**src/rtl/calc_arbiter_pkg.sv**
```systemverilog
// -----------------------------------------------------------------------------
// calc_arbiter_pkg
// Shared definitions for the calc arbiter slice:
//   - arb_state_t : sequencer state encoding (3 bits)
//   - OP_*        : calc op codes
//   - CALC_DW / CALC_OPW : calc operand/result and op widths
// -----------------------------------------------------------------------------
package calc_arbiter_pkg;

   localparam int CALC_DW  = 8;
   localparam int CALC_OPW = 2;

   localparam logic [CALC_OPW-1:0] OP_ZERO = 2'b00;
   localparam logic [CALC_OPW-1:0] OP_ADD  = 2'b01;
   localparam logic [CALC_OPW-1:0] OP_SHR  = 2'b10;

   typedef enum logic [2:0] {
      ST_IDLE    = 3'd0,
      ST_ISSUE   = 3'd1,
      ST_WAIT_LO = 3'd2,
      ST_WAIT_HI = 3'd3,
      ST_RESP    = 3'd4
   } arb_state_t;

endpackage

```
**src/rtl/calc_arbiter_if.sv**
```systemverilog
// -----------------------------------------------------------------------------
// calc_arbiter_if
// Bundles the requester side and the calc side of the arbiter.
//   Requester side : req, req_in, req_op (to arbiter); gnt, rsp_valid,
//                    rsp_data, rsp_ovf, rsp_err (from arbiter)
//   Calc side      : calc_s, calc_in, calc_op (from arbiter); calc_done,
//                    calc_out, calc_ovf (to arbiter)
// Modports:
//   master : the arbiter's view
//   slave  : the environment's view (clients plus calc)
// -----------------------------------------------------------------------------
interface calc_arbiter_if #(
   parameter int NREQ = 4
);
   import calc_arbiter_pkg::*;

   logic [NREQ-1:0]          req;
   logic [CALC_DW*NREQ-1:0]  req_in;
   logic [CALC_OPW*NREQ-1:0] req_op;
   logic [NREQ-1:0]          gnt;
   logic [NREQ-1:0]          rsp_valid;
   logic [CALC_DW-1:0]       rsp_data;
   logic                     rsp_ovf;
   logic                     rsp_err;

   logic                     calc_s;
   logic [CALC_DW-1:0]       calc_in;
   logic [CALC_OPW-1:0]      calc_op;
   logic                     calc_done;
   logic [CALC_DW-1:0]       calc_out;
   logic                     calc_ovf;

   modport master (
      input  req, req_in, req_op, calc_done, calc_out, calc_ovf,
      output gnt, rsp_valid, rsp_data, rsp_ovf, rsp_err, calc_s, calc_in, calc_op
   );

   modport slave (
      output req, req_in, req_op, calc_done, calc_out, calc_ovf,
      input  gnt, rsp_valid, rsp_data, rsp_ovf, rsp_err, calc_s, calc_in, calc_op
   );

endinterface

```
**src/rtl/calc_arbiter_rr_pick.sv**
```systemverilog
// -----------------------------------------------------------------------------
// rr_pick
// Combinational round-robin priority picker. The search starts at index ptr
// and wraps from NREQ-1 back to 0; the first set request bit wins.
// Ports:
//   req   in  NREQ  request vector
//   ptr   in  PW    index with highest priority (must be < NREQ)
//   grant out NREQ  one-hot winner (all zero when no request)
//   idx   out PW    winner index (0 when no request)
//   any   out 1     at least one request present
// -----------------------------------------------------------------------------
module rr_pick #(
   parameter int NREQ = 4,
   parameter int PW   = 2
) (
   input  logic [NREQ-1:0] req,
   input  logic [PW-1:0]   ptr,
   output logic [NREQ-1:0] grant,
   output logic [PW-1:0]   idx,
   output logic            any
);

   // cand_idx[k] is the requester examined at priority rank k: (ptr + k) mod NREQ.
   // ptr + k < 2*NREQ, so one conditional subtraction is enough.
   logic [PW-1:0] cand_idx [NREQ];

   generate
      for (genvar gi = 0; gi < NREQ; gi++) begin : g_cand
         logic [PW:0] sum;
         assign sum = {1'b0, ptr} + (PW+1)'(gi);
         assign cand_idx[gi] = (sum >= (PW+1)'(NREQ)) ? PW'(sum - (PW+1)'(NREQ))
                                                      : sum[PW-1:0];
      end
   endgenerate

   always_comb begin
      grant = '0;
      idx   = '0;
      any   = 1'b0;
      for (int k = 0; k < NREQ; k++) begin
         if (!any && req[cand_idx[k]]) begin
            any = 1'b1;
            idx = cand_idx[k];
         end
      end
      if (any) begin
         grant[idx] = 1'b1;
      end
   end

endmodule

```
**src/rtl/calc_arbiter.sv**
```systemverilog
// -----------------------------------------------------------------------------
// calc_arbiter
// Round-robin arbiter/sequencer sharing one calc datapath between NREQ
// requesters. Grants one requester, issues its operand/op with a start pulse,
// follows calc's done handshake (low = accepted, high = finished), captures
// the result and returns it with a one-cycle rsp_valid pulse. Each wait state
// is bounded by TMO cycles; an expired wait returns rsp_err=1 with zero data
// and leaves the round-robin pointer where it was.
// Ports:
//   clk    in  rising-edge clock
//   reset  in  asynchronous active-high reset
//   bus    calc_arbiter_if.master (requester and calc handshakes)
// All outputs come straight from registers.
// -----------------------------------------------------------------------------
module calc_arbiter
   import calc_arbiter_pkg::*;
#(
   parameter int NREQ = 4,
   parameter int TMO  = 15
) (
   input  logic           clk,
   input  logic           reset,
   calc_arbiter_if.master bus
);

   localparam int              PW       = $clog2(NREQ);
   localparam int              TW       = $clog2(TMO + 1);
   localparam logic [TW-1:0]   TMO_V    = TW'(TMO);
   localparam logic [PW-1:0]   LAST_IDX = PW'(NREQ - 1);

   arb_state_t          state_reg;
   logic [PW-1:0]       ptr_reg;
   logic [PW-1:0]       win_reg;
   logic [TW-1:0]       timer_reg;
   logic [NREQ-1:0]     gnt_reg;
   logic [NREQ-1:0]     rsp_valid_reg;
   logic [CALC_DW-1:0]  rsp_data_reg;
   logic                rsp_ovf_reg;
   logic                rsp_err_reg;
   logic                calc_s_reg;
   logic [CALC_DW-1:0]  calc_in_reg;
   logic [CALC_OPW-1:0] calc_op_reg;

   logic [NREQ-1:0]     pick_grant;
   logic [PW-1:0]       pick_idx;
   logic                pick_any;
   logic [CALC_DW-1:0]  sel_in;
   logic [CALC_OPW-1:0] sel_op;
   logic [PW-1:0]       ptr_next;
   logic [TW-1:0]       timer_next;
   logic                timeout;

   rr_pick #(
      .NREQ (NREQ),
      .PW   (PW)
   ) u_pick (
      .req   (bus.req),
      .ptr   (ptr_reg),
      .grant (pick_grant),
      .idx   (pick_idx),
      .any   (pick_any)
   );

   assign sel_in = bus.req_in[CALC_DW*int'(pick_idx) +: CALC_DW];
   assign sel_op = bus.req_op[CALC_OPW*int'(pick_idx) +: CALC_OPW];

   assign ptr_next = (win_reg == LAST_IDX) ? '0 : win_reg + 1'b1;

   // Saturating count; timeout fires on the cycle the count would reach TMO,
   // so each wait state lasts at most TMO cycles.
   assign timer_next = (timer_reg == '1) ? timer_reg : timer_reg + 1'b1;
   assign timeout    = (timer_next == TMO_V);

   always_ff @(posedge clk or posedge reset) begin
      if (reset) begin
         state_reg     <= ST_IDLE;
         ptr_reg       <= '0;
         win_reg       <= '0;
         timer_reg     <= '0;
         gnt_reg       <= '0;
         rsp_valid_reg <= '0;
         rsp_data_reg  <= '0;
         rsp_ovf_reg   <= 1'b0;
         rsp_err_reg   <= 1'b0;
         calc_s_reg    <= 1'b0;
         calc_in_reg   <= '0;
         calc_op_reg   <= '0;
      end else begin
         rsp_valid_reg <= '0;
         calc_s_reg    <= 1'b0;
         case (state_reg)
            ST_IDLE: begin
               if (pick_any) begin
                  win_reg     <= pick_idx;
                  gnt_reg     <= pick_grant;
                  calc_in_reg <= sel_in;
                  calc_op_reg <= sel_op;
                  // Registered here so the start pulse coincides with ISSUE.
                  calc_s_reg  <= 1'b1;
                  state_reg   <= ST_ISSUE;
               end
            end
            ST_ISSUE: begin
               timer_reg <= '0;
               state_reg <= ST_WAIT_LO;
            end
            ST_WAIT_LO: begin
               if (!bus.calc_done) begin
                  timer_reg <= '0;
                  state_reg <= ST_WAIT_HI;
               end else if (timeout) begin
                  rsp_valid_reg <= gnt_reg;
                  rsp_err_reg   <= 1'b1;
                  rsp_data_reg  <= '0;
                  rsp_ovf_reg   <= 1'b0;
                  state_reg     <= ST_RESP;
               end else begin
                  timer_reg <= timer_next;
               end
            end
            ST_WAIT_HI: begin
               if (bus.calc_done) begin
                  rsp_valid_reg <= gnt_reg;
                  rsp_err_reg   <= 1'b0;
                  rsp_data_reg  <= bus.calc_out;
                  rsp_ovf_reg   <= bus.calc_ovf;
                  state_reg     <= ST_RESP;
               end else if (timeout) begin
                  rsp_valid_reg <= gnt_reg;
                  rsp_err_reg   <= 1'b1;
                  rsp_data_reg  <= '0;
                  rsp_ovf_reg   <= 1'b0;
                  state_reg     <= ST_RESP;
               end else begin
                  timer_reg <= timer_next;
               end
            end
            ST_RESP: begin
               gnt_reg <= '0;
               // A failed transaction keeps the same requester at top priority.
               if (!rsp_err_reg) begin
                  ptr_reg <= ptr_next;
               end
               state_reg <= ST_IDLE;
            end
            default: begin
               gnt_reg   <= '0;
               state_reg <= ST_IDLE;
            end
         endcase
      end
   end

   assign bus.gnt       = gnt_reg;
   assign bus.rsp_valid = rsp_valid_reg;
   assign bus.rsp_data  = rsp_data_reg;
   assign bus.rsp_ovf   = rsp_ovf_reg;
   assign bus.rsp_err   = rsp_err_reg;
   assign bus.calc_s    = calc_s_reg;
   assign bus.calc_in   = calc_in_reg;
   assign bus.calc_op   = calc_op_reg;

endmodule

```
**src/flat_wrapper.sv**
```systemverilog
// flat-port wrapper written by rule: the top's interface ports become plain ports
module calc_arbiter_flat import calc_arbiter_pkg::*;
#(
   parameter int NREQ = 4,
   parameter int TMO  = 15
)
  (clk, reset, bus_req, bus_req_in, bus_req_op, bus_calc_done, bus_calc_out, bus_calc_ovf, bus_gnt, bus_rsp_valid, bus_rsp_data, bus_rsp_ovf, bus_rsp_err, bus_calc_s, bus_calc_in, bus_calc_op);
  calc_arbiter_if #(.NREQ(NREQ)) bus_i ();
  input  logic clk;
  input  logic reset;
  input wire logic [$bits(bus_i.req)-1:0] bus_req;
  input wire logic [$bits(bus_i.req_in)-1:0] bus_req_in;
  input wire logic [$bits(bus_i.req_op)-1:0] bus_req_op;
  input wire logic [$bits(bus_i.calc_done)-1:0] bus_calc_done;
  input wire logic [$bits(bus_i.calc_out)-1:0] bus_calc_out;
  input wire logic [$bits(bus_i.calc_ovf)-1:0] bus_calc_ovf;
  output wire logic [$bits(bus_i.gnt)-1:0] bus_gnt;
  output wire logic [$bits(bus_i.rsp_valid)-1:0] bus_rsp_valid;
  output wire logic [$bits(bus_i.rsp_data)-1:0] bus_rsp_data;
  output wire logic [$bits(bus_i.rsp_ovf)-1:0] bus_rsp_ovf;
  output wire logic [$bits(bus_i.rsp_err)-1:0] bus_rsp_err;
  output wire logic [$bits(bus_i.calc_s)-1:0] bus_calc_s;
  output wire logic [$bits(bus_i.calc_in)-1:0] bus_calc_in;
  output wire logic [$bits(bus_i.calc_op)-1:0] bus_calc_op;
  assign bus_i.req = bus_req;
  assign bus_i.req_in = bus_req_in;
  assign bus_i.req_op = bus_req_op;
  assign bus_i.calc_done = bus_calc_done;
  assign bus_i.calc_out = bus_calc_out;
  assign bus_i.calc_ovf = bus_calc_ovf;
  assign bus_gnt = bus_i.gnt;
  assign bus_rsp_valid = bus_i.rsp_valid;
  assign bus_rsp_data = bus_i.rsp_data;
  assign bus_rsp_ovf = bus_i.rsp_ovf;
  assign bus_rsp_err = bus_i.rsp_err;
  assign bus_calc_s = bus_i.calc_s;
  assign bus_calc_in = bus_i.calc_in;
  assign bus_calc_op = bus_i.calc_op;
  calc_arbiter #(.NREQ(NREQ), .TMO(TMO)) u_core (.clk(clk), .reset(reset), .bus(bus_i));
endmodule
```
**config.mk**
```make
export PLATFORM = sky130hd
export DESIGN_NAME = calc_arbiter_flat
export DESIGN_NICKNAME = d
export VERILOG_FILES = /design/src/rtl/calc_arbiter_pkg.sv /design/src/rtl/calc_arbiter_if.sv /design/src/rtl/calc_arbiter_rr_pick.sv /design/src/rtl/calc_arbiter.sv /design/src/flat_wrapper.sv
export SDC_FILE = /design/constraint.sdc
export NUM_CORES = 1
export LEC_CHECK = 0
export ABC_AREA = 0
export BUFFER_PORTS_ARGS = -buffer_cell sky130_fd_sc_hd__buf_4
export CORE_MARGIN = 8
export CORE_UTILIZATION = 40
export DETAILED_ROUTE_END_ITERATION = 16
export GPL_ROUTABILITY_DRIVEN = 0
export GPL_TIMING_DRIVEN = 0
export PLACE_DENSITY = 0.67
export REMOVE_ABC_BUFFERS = 1
export SLEW_MARGIN = 20
export SYNTH_ARGS = -nofsm -noshare
export SYNTH_HDL_FRONTEND = slang
export SYNTH_SLANG_ARGS = --single-unit
```
**constraint.sdc**
```tcl
create_clock -name clk -period 2.89 [get_ports clk]
set_clock_uncertainty 0.2 [all_clocks]
set_input_delay 0.1445 -clock clk [delete_from_list [all_inputs] [get_ports clk]]
set_output_delay 0.1445 -clock clk [all_outputs]
set_load 0.01 [all_outputs]
```
# ---- After elaboration in Yosys (flattened, before gate mapping)
# Cells that the tools add are included.
dict set report totals {
  reg_bits 40
  in_bits 56
  wordCells 114
  output_inout_bits 29
}
dict set report op_classes {
  addsub 9
  n_lt_le_gt_ge 10
  n_mux 53
  n_reduce_logical 16
  n_shift 2
  bitwise 2
  eq_ne 10
}
# operator n
set ops {}
lappend ops {{4-bit 2-to-1 mux} 8}
lappend ops {{32-bit by 6-bit variable part select with 8-bit output} 1}
lappend ops {{8-bit 2-to-1 mux} 3}
lappend ops {{2-bit 2-to-1 mux} 9}
lappend ops {{1-bit 2-to-1 mux} 17}
lappend ops {{4-bit one-hot mux with 2 select lines} 2}
lappend ops {{8-bit one-hot mux with 2 select lines} 1}
lappend ops {{2-bit by 3-bit < comparator with 1-bit output (second input constant)} 5}
lappend ops {{3-bit 2-to-1 mux} 4}
lappend ops {{3-bit one-hot mux with 4 select lines} 1}
lappend ops {{4-bit one-hot mux with 3 select lines} 1}
lappend ops {{2-bit AND reduction} 5}
lappend ops {{3-bit >= comparator (second input constant)} 3}
lappend ops {{1-bit binary-select mux with 2-bit select} 4}
lappend ops {{4-bit == test (second input constant)} 2}
lappend ops {{8-bit by 4-bit variable part select with 2-bit output} 1}
lappend ops {{2-bit by 1-bit subtractor with 2-bit output (second input constant)} 4}
lappend ops {{2-bit by 2-bit adder with 3-bit output (second input constant)} 2}
lappend ops {{3-bit by 2-bit == test with 1-bit output (second input constant)} 2}
lappend ops {{4-bit by 1-bit adder with 4-bit output (second input constant)} 1}
lappend ops {{1-bit logical AND} 4}
lappend ops {{2-bit inequality test (second input constant)} 2}
lappend ops {{1-bit one-hot mux with 2 select lines} 2}
lappend ops {{2-bit by 1-bit adder with 3-bit output (second input constant)} 1}
lappend ops {{other kinds (14)} 17}

# ---- Depth between registers and ports, before layout
# Gate-level depths: netlist of the first run.
dict set report logic_depth {
  ltp_word 20
  ltp_mapped 8
  ltp_nobuf 5
}

# ---- Cells and area by module
# A second synthesis of the first run with hierarchy kept.
dict set report hier_totals {
  hier_cells 178
  area_unflattened_um2 2112.0
}
# mod area_each_um2 cells_per_inst n_inst seq_area_each_um2
set by_module_without_submodules {}
lappend by_module_without_submodules {calc_arbiter 1900.6 145 1 1001.0}
lappend by_module_without_submodules {rr_pick 211.5 33 1 0.0}

# ---- Worst setup path before layout of the first run
# No wires, ideal clock.
dict set report synth_timing {
  path_kind {register -> register}
  from {reg u_core.timer_reg[0]}
  to {reg u_core.rsp_data_reg[0], in the netlist u_core.bus.rsp_data[0]}
  t_required_ps 2569
  stages_incl_launch_ff 8
  arrival_time_ps 1712
  path_buffers 2
  setup_ps 121
  synth_period_minus_slack_ps 2033
  slack_ps 857
  cell_sequence {dfrtp_1 ha_1 buf_2 xnor2_1 o32ai_4 a31oi_2 buf_4 a22o_1}
}
dict set report synth_between {
  elab_chain_len 6
  elab_cells_between_ends 8
  classes_between {add/sub: 1; eq/ne: 2; mux: 5}
}
# element line_no
set synth_rtl {}
lappend synth_rtl {{start, declared} calc_arbiter.sv:34} ;# logic [TW-1:0] timer_reg;
lappend synth_rtl {{start signal, assigned} calc_arbiter.sv:118} ;# timer_reg <= timer_next;
lappend synth_rtl {{start signal, assigned} calc_arbiter.sv:135} ;# timer_reg <= timer_next;
lappend synth_rtl {{4-bit by 1-bit adder with 4-bit output / 4-bit == test (equally long branches)} calc_arbiter.sv:71} ;# assign timer_next = (timer_reg == '1) ? timer_reg : timer_reg + 1'b1;
lappend synth_rtl {{4-bit 2-to-1 mux (*)} calc_arbiter.sv:71}
lappend synth_rtl {{4-bit == test (*)} calc_arbiter.sv:72} ;# assign timeout = (timer_next == TMO_V);
lappend synth_rtl {{8-bit 2-to-1 mux (*)} --}
lappend synth_rtl {{8-bit 2-to-1 mux, on equally long branches} --}
lappend synth_rtl {{8-bit one-hot mux with 2 select lines (*)} --}
lappend synth_rtl {{end signal, assigned} calc_arbiter.sv:125} ;# rsp_data_reg <= bus.calc_out;
lappend synth_rtl {{end, declared} calc_arbiter.sv:37} ;# logic [CALC_DW-1:0] rsp_data_reg;
# Mark *: on every way between the ends. The rest lies on a longest branch, timed or not. The select of a mux whose other input is x is not followed.
# A chain may end at the register's enable or synchronous reset.

# ---- Worst setup path in the final report of the first run
dict set report layout_timing {
  from {reg u_core.ptr_reg[1]}
  to {reg u_core.calc_in_reg[4], in the netlist u_core.bus.calc_in[4]}
}
dict set report layout_between {
  elab_chain_len 15
  elab_cells_between_ends 39
  classes_between {add/sub: 7; order compare: 4; shift: 1; mux: 20; reduce/logical: 7}
}
# element line_no
set layout_rtl {}
lappend layout_rtl {{start, declared} calc_arbiter.sv:32} ;# logic [PW-1:0] ptr_reg;
lappend layout_rtl {{start signal, assigned} calc_arbiter.sv:142} ;# ptr_reg <= ptr_next;
lappend layout_rtl {{branches (longest 15 deep; another with 2-bit by 1-bit adder with 3-bit output)} --}
lappend layout_rtl {{end signal, assigned} calc_arbiter.sv:96} ;# calc_in_reg <= sel_in;
lappend layout_rtl {{end, declared} calc_arbiter.sv:41} ;# logic [CALC_DW-1:0] calc_in_reg;
# Parallel ways; which one is timed is not known. The select of a mux whose other input is x is not followed.

==> results of run 1 <==
## kinds of logic after synthesis
logic type      Yosys count  share of synthesized area [%]
compound gates           98                           31.8
fa+ha+maj                 2                           1.11
simple gates             64                           14.8
flops                    40                           44.3
buf+inv                  31                           7.09
mux                       1                          0.443
xor+xnor                  1                          0.388
## report_power, final
part	total [uW]	internal [uW]	switching, uW	leakage (uW)
Combinational	1470	732	740	0.000946
Sequential	978	784	194	0.000501
Clock	473	260	213	0.0000548
## metal layers
metal	routed length [um]	GRT usage, %	vias up	part of all wire (%)
met1	2870	19.3	1060	41
met4	136	5.46	0	2.0
met2	3580	28.8	72	52
met3	343	3.70	8	5.0
met5	0	0	-	0
li1	-	-	1089	-
## cells in the mapped netlist, types with 2 or more instances
library cell / count
sky130_fd_sc_hd__o21bai_1: 2
sky130_fd_sc_hd__nor3_1: 3
sky130_fd_sc_hd__o21ai_0: 11
sky130_fd_sc_hd__a21o_1: 2
sky130_fd_sc_hd__inv_1: 9
sky130_fd_sc_hd__nor2b_1: 6
sky130_fd_sc_hd__buf_4: 2
sky130_fd_sc_hd__buf_6: 3
sky130_fd_sc_hd__nor2_1: 20
sky130_fd_sc_hd__nand3_1: 3
sky130_fd_sc_hd__o31ai_1: 2
sky130_fd_sc_hd__buf_2: 10
sky130_fd_sc_hd__a21oi_1: 16
sky130_fd_sc_hd__a22oi_1: 11
sky130_fd_sc_hd__a21oi_2: 7
sky130_fd_sc_hd__a211oi_1: 2
sky130_fd_sc_hd__ha_1: 2
sky130_fd_sc_hd__nand4_1: 2
sky130_fd_sc_hd__nand2_1: 9
sky130_fd_sc_hd__clkbuf_1: 6
sky130_fd_sc_hd__and3_1: 10
sky130_fd_sc_hd__a31oi_1: 12
sky130_fd_sc_hd__o211ai_1: 11
sky130_fd_sc_hd__a22o_1: 9
sky130_fd_sc_hd__dfrtp_1: 40
sky130_fd_sc_hd__nand2b_1: 3
## critical path: stages, from the launching register on
cell and delay (ns):
sky130_fd_sc_hd__dfrtp_1 0.49, sky130_fd_sc_hd__nand2b_1 0.19, sky130_fd_sc_hd__a21oi_1 0.74, sky130_fd_sc_hd__o211ai_1 0.20, sky130_fd_sc_hd__a31oi_1 0.22, sky130_fd_sc_hd__dlygate4sd3_1 0.58
## cell type report
class	count	area [um2]	area share, %
Antenna cell	1	2.50	0.0756
Timing Repair Buffer	116	961	29.0
Inverter	10	38.8	1.17
Multi-Input combinational cell	166	1100	33.2
Clock inverter	3	46.3	1.40
Tap cell	72	90.1	2.72
Sequential cell	40	1000	30.3
Clock buffer	5	68.8	2.08
## worst max path at each step
stage,startpoint,end,cells after the start
detailed placement,u_core.timer_reg[0],u_core.bus.rsp_ovf,5
global placement,u_core.timer_reg[0],u_core.bus.rsp_data[4],5
finish,u_core.ptr_reg[1],u_core.bus.calc_in[4],5
global route,u_core.ptr_reg[1],u_core.bus.calc_in[4],5
CTS,u_core.state_reg[2],u_core.bus.calc_in[7],5
floorplan,u_core.timer_reg[0],u_core.bus.rsp_data[0],5
## per-stage QoR
stage / worst slack [ns] / cell area (um2) / utilization, % / cells
2_1_floorplan: 0.853 / 2140 / - / 216
3_3_place_gp: 0.551 / 2860 / 52.2 / 372
3_5_place_dp: 0.516 / 2880 / 52.6 / 373
4_1_cts: 0.132 / 3290 / 60.2 / 411
5_1_grt: 0.0540 / 3310 / 60.4 / 413
6_report: 0.188 / 3310 / 60.4 / 413
## repair_timing
action	CTS	global route
endpoints found under the setup margin	0	3
resized for setup	0	1
hold endpoints to repair	59	1
hold buffers	30	1
==> flow_metrics.tcl, run 1 <==
set metrics [dict create \
    post-route-drc-count 0 \
    final_min_period_over_clock_period_pct 93.5 \
    ff2ff_setup_slack_ns 0.19 \
    postRouteWirelength_mm 6.93 \
    arrival_time_of_data_at_the_critical_path_endpoint_ns 2.72 \
    timing.slew.headroom_pct 33.6 \
    power_total_uw 2920 \
    cts_num_sinks 40 \
    fp.dieArea_um2 8300 \
    setup-violations-final 0 \
    postSynthCellCount 237 \
    maxSlewViolCount 0 \
    clk_latency_ns 0.30 \
    kind_of_launch_point_of_the_worst_setup_path "flip-flop" \
    hpwl_mm 4.81 \
    power.density_nw_per_um2 884 \
    root_buffer "sky130_fd_sc_hd__clkbuf_8" \
    via_count 2229 \
    totalNegativeSetupSlack_ns 0 \
    chip_height_um 91.1 \
    rsz_0062_raised_after_global_routing "false" \
    number_of_hold_violations_in_the_final_report 0 \
    min_hold_slack_ns 0.0131 \
    ctsLongestPathBuffers 2 \
    drt_first_iter_violations 116 \
    yosys_warnings 0 \
    yosys.cell_types.count 50 \
    layout_min_cycle_time_ns 2.70 \
    outcome "complete, no violations" \
    design.portCount 85 \
    detail_route.vias_per_cell 5.40 \
    ys_ff_latch 40 \
    hold-path-cell-count 4 \
    yosysSeqAreaShare_pct 44.3 \
    grtUsageTotal_pct 16.4 \
    synth_top_area_cell "sky130_fd_sc_hd__dfrtp_1" \
    worst_ep_required_time_ns 2.91 \
    peak_supply_drop_mv 0.522 \
    design.core.area_um2 5470 \
    detail_route.first_pass.iterations 4 \
    r2r.worst_path.cells 5 \
    num-fill-cells 510 \
    overflow 0 \
    routedWlPerCell_um 16.8 \
    timing.fmax_mhz 370 \
    port-buffer-count 84 \
    yosys_most_used_dff "sky130_fd_sc_hd__dfrtp_1" \
    syn_area_per_cell_um2 9.52 \
    worstHoldStart "bus_calc_done" \
    hold-path-endpoint "u_core.state_reg[0]" \
    reg2reg_capture_point "u_core.bus.calc_in[4]" \
    vias_in_the_first_global_route 2307 \
    timing.rr.start "u_core.ptr_reg[1]" \
    criticalPathCategory "flip-flop to flip-flop" \
    total_cts_buffers 5 \
    end_kind "flip-flop" \
    maxCapViolations 0 \
    antenna_found_initial 1 \
    drive_above_1_share_pct 32.1 \
    holdCritPathClass "primary input to flip-flop" \
    leakage_uw 0.00150 \
    largest_net_degree_at_the_start_of_global_routing 35 \
    synth_top_area_share_pct 44.3 \
    core.rowCount 27 \
    synth_async_sr_flop_share_pct 100 \
    die_width_um 91.1 \
    layout.cells.most_common_list "84 x sky130_fd_sc_hd__buf_4, 40 x sky130_fd_sc_hd__dfrtp_1, 31 x sky130_fd_sc_hd__dlygate4sd3_1" \
    synth.cell_area_um2 2260 \
    drtAntennaViolNets 0 \
    final_common_cell "sky130_fd_sc_hd__buf_4" \
    crit_path_max_fanout 11 \
    synth_enable_flop_cells 0 \
    layout.nets 397 \
    synthToLayoutAreaGrowth_pct 46.6 \
    grt_first_pass_wirelength_mm 11.4 \
    start_util_pct 41.2 \
    post-cts-setup-buffers 0 \
    synth_area_leaders "sky130_fd_sc_hd__dfrtp_1 44%, sky130_fd_sc_hd__a22oi_1 3.7%, sky130_fd_sc_hd__o211ai_1 3.7%, sky130_fd_sc_hd__a21oi_1 3.5%, sky130_fd_sc_hd__a22o_1 3.5%" \
    tritoncts "yes" \
    htree_num_levels 2 \
    cts.clk_slew.worst_paths_ns 0.09 \
    pin_slew_with_the_least_headroom_to_its_limit_ns 0.996 \
]
(Power assumes the default switching activity.)
==> run 2, diff against run 1 <==
- CORE_ASPECT_RATIO: not set -> 0.75
- CORE_MARGIN: 8 -> 2
==> flow_metrics.tcl, run 2 (synthesis gave the netlist of run 1 again) <==
set metrics [dict create \
    outcome "complete, no violations" \
    leakage_uw 0.00151 \
    layout.cells.most_common_list "84 x sky130_fd_sc_hd__buf_4, 40 x sky130_fd_sc_hd__dfrtp_1, 32 x sky130_fd_sc_hd__dlygate4sd3_1" \
    synthToLayoutAreaGrowth_pct 47.4 \
    crit_path_max_fanout 11 \
    largest_net_degree_at_the_start_of_global_routing 25 \
    cts.clk_slew.worst_paths_ns 0.08 \
    kind_of_launch_point_of_the_worst_setup_path "flip-flop" \
    slowest_stage "sky130_fd_sc_hd__o21ai_1" \
    htree_num_levels 2 \
    totalNegativeSetupSlack_ns 0 \
    final_min_period_over_clock_period_pct 89.0 \
    n_antenna_cell 0 \
    antenna_found_initial 0 \
    arrival_time_of_data_at_the_critical_path_endpoint_ns 2.61 \
    rsz_0062_raised_after_global_routing "false" \
    ff2ff_setup_slack_ns 0.32 \
    detail_route.vias_per_cell 5.34 \
    max_stage_delay_ns 0.66 \
    start_util_pct 41.9 \
    grtUsageTotal_pct 20.0 \
    critical_path.n_buffers_inverters 1 \
    maxSlewViolCount 0 \
    detail_route.first_pass.iterations 4 \
    cp_top_family "compound AO/OA/AOI/OAI gates" \
    maxCapViolations 0 \
    timing.fmax_mhz 389 \
    peak_supply_drop_mv 0.432 \
    clk_latency_ns 0.30 \
    end_kind "flip-flop" \
    chip_height_um 69.1 \
    post-cts-setup-buffers 0 \
    drtAntennaViolNets 0 \
    num-fill-cells 453 \
    port-buffer-count 84 \
    final_common_cell "sky130_fd_sc_hd__buf_4" \
    number_of_hold_violations_in_the_final_report 0 \
    post-route-drc-count 0 \
    worst_ep_required_time_ns 2.93 \
    drt_first_iter_violations 121 \
    design.core.area_um2 5380 \
    criticalPathCategory "flip-flop to flip-flop" \
    root_buffer "sky130_fd_sc_hd__clkbuf_8" \
    overflow 0 \
    grt_first_pass_wirelength_mm 10.2 \
    dpl.cell_count 376 \
    fp.dieArea_um2 6270 \
    layout_min_cycle_time_ns 2.57 \
    layout.nets 398 \
    die_width_um 90.7 \
    ordered_cell_list_for_the_critical_path "nor2b_1 > o21ai_1 > a22oi_1 > a31oi_1 > dlygate4sd3_1" \
    pin_slew_with_the_least_headroom_to_its_limit_ns 0.829 \
    timing.slew.headroom_pct 44.4 \
    power.density_nw_per_um2 879 \
    postRouteWirelength_mm 6.22 \
    holdCritPathClass "primary input to flip-flop" \
    vias_in_the_first_global_route 2098 \
    tritoncts "yes" \
    ctsLongestPathBuffers 2 \
    design.portCount 85 \
    multi_input_comb_area_um2 1110 \
    total_cts_buffers 5 \
    register_area_um2 1000 \
    setup-violations-final 0 \
    fin_cells 416 \
    core.rowCount 23 \
    routedWlPerCell_um 14.9 \
    via_count 2222 \
    hpwl_mm 4.22 \
    drive_above_1_share_pct 32.6 \
    cts_num_sinks 40 \
]
## run 2: cell count changes in the layout (fill, tap and decap cells not counted)
cell and delta:
sky130_fd_sc_hd__a21oi_1 -2, sky130_fd_sc_hd__a21oi_2 +2, sky130_fd_sc_hd__diode_2 -1, sky130_fd_sc_hd__dlygate4sd3_1 +1
## run 2: worst min-delay path, cell delays in order
cell and delay, ns:
sky130_fd_sc_hd__buf_4 0.14, sky130_fd_sc_hd__nand3_1 0.08, sky130_fd_sc_hd__o221ai_1 0.08, sky130_fd_sc_hd__o21ai_1 0.06
## run 2: area by class of cell
cell class,instances,share of cell area (%)
flip-flops and latches,40,30.1
inverters,10,1.17
clock buffers,5,2.07
multi-input cells,166,33.3
repair buffers,117,29.2
well taps,75,2.82
clock inverters,3,1.39
## run 2: timing repair
item | in CTS | in global routing
endpoints found under the setup margin | 0 | 9
hold buffers | 32 | 0
resized for setup | 0 | 3
hold endpoints to repair | 61 | 0
## run 2: power by group
part	switching, uW	total (uW)	internal (uW)
Combinational	736	1470	734
Clock	211	471	260
Sequential	198	982	784
## run 2: metrics by stage
| step | hold WS, ns | cell area, um2 | total power, uW | utilization (%) | setup slack [ns] |
|---|---|---|---|---|---|
| 6_report | 0.0494 | 3330 | 2920 | 61.8 | 0.318 |
| 5_1_grt | 0.0818 | 3330 | 3130 | 61.8 | 0.171 |
| 4_1_cts | 0.0414 | 3320 | 2900 | 61.6 | 0.128 |
| 3_5_place_dp | -0.0532 | 2880 | 2270 | 53.5 | 0.534 |
| 3_3_place_gp | 0.170 | 2860 | 2240 | 53.2 | 0.543 |
| 2_1_floorplan | 0.0845 | 2140 | 1730 | - | 0.853 |
## run 2: metal layers
layer | GRT usage [%] | routed length [um] | vias up
met5 | 0 | 0 | -
met4 | 5.81 | 77 | 0
met3 | 3.93 | 333 | 9
met2 | 31.8 | 2910 | 69
met1 | 27.7 | 2900 | 1051
li1 | - | - | 1093
## run 2: final timing paths
check                                   from                 endpoint  cells past startpoint
setup / recovery           u_core.ptr_reg[1]    u_core.bus.calc_in[0]                      5
hold / removal                    bus_req[0]        u_core.win_reg[0]                      4
setup reg to reg           u_core.ptr_reg[1]    u_core.bus.calc_in[0]                      5
hold reg to reg            u_core.win_reg[1]        u_core.win_reg[1]                      1
max in group asynchronous              reset      u_core.timer_reg[2]                      4
min in group asynchronous              reset  u_core.bus.rsp_valid[0]                      3
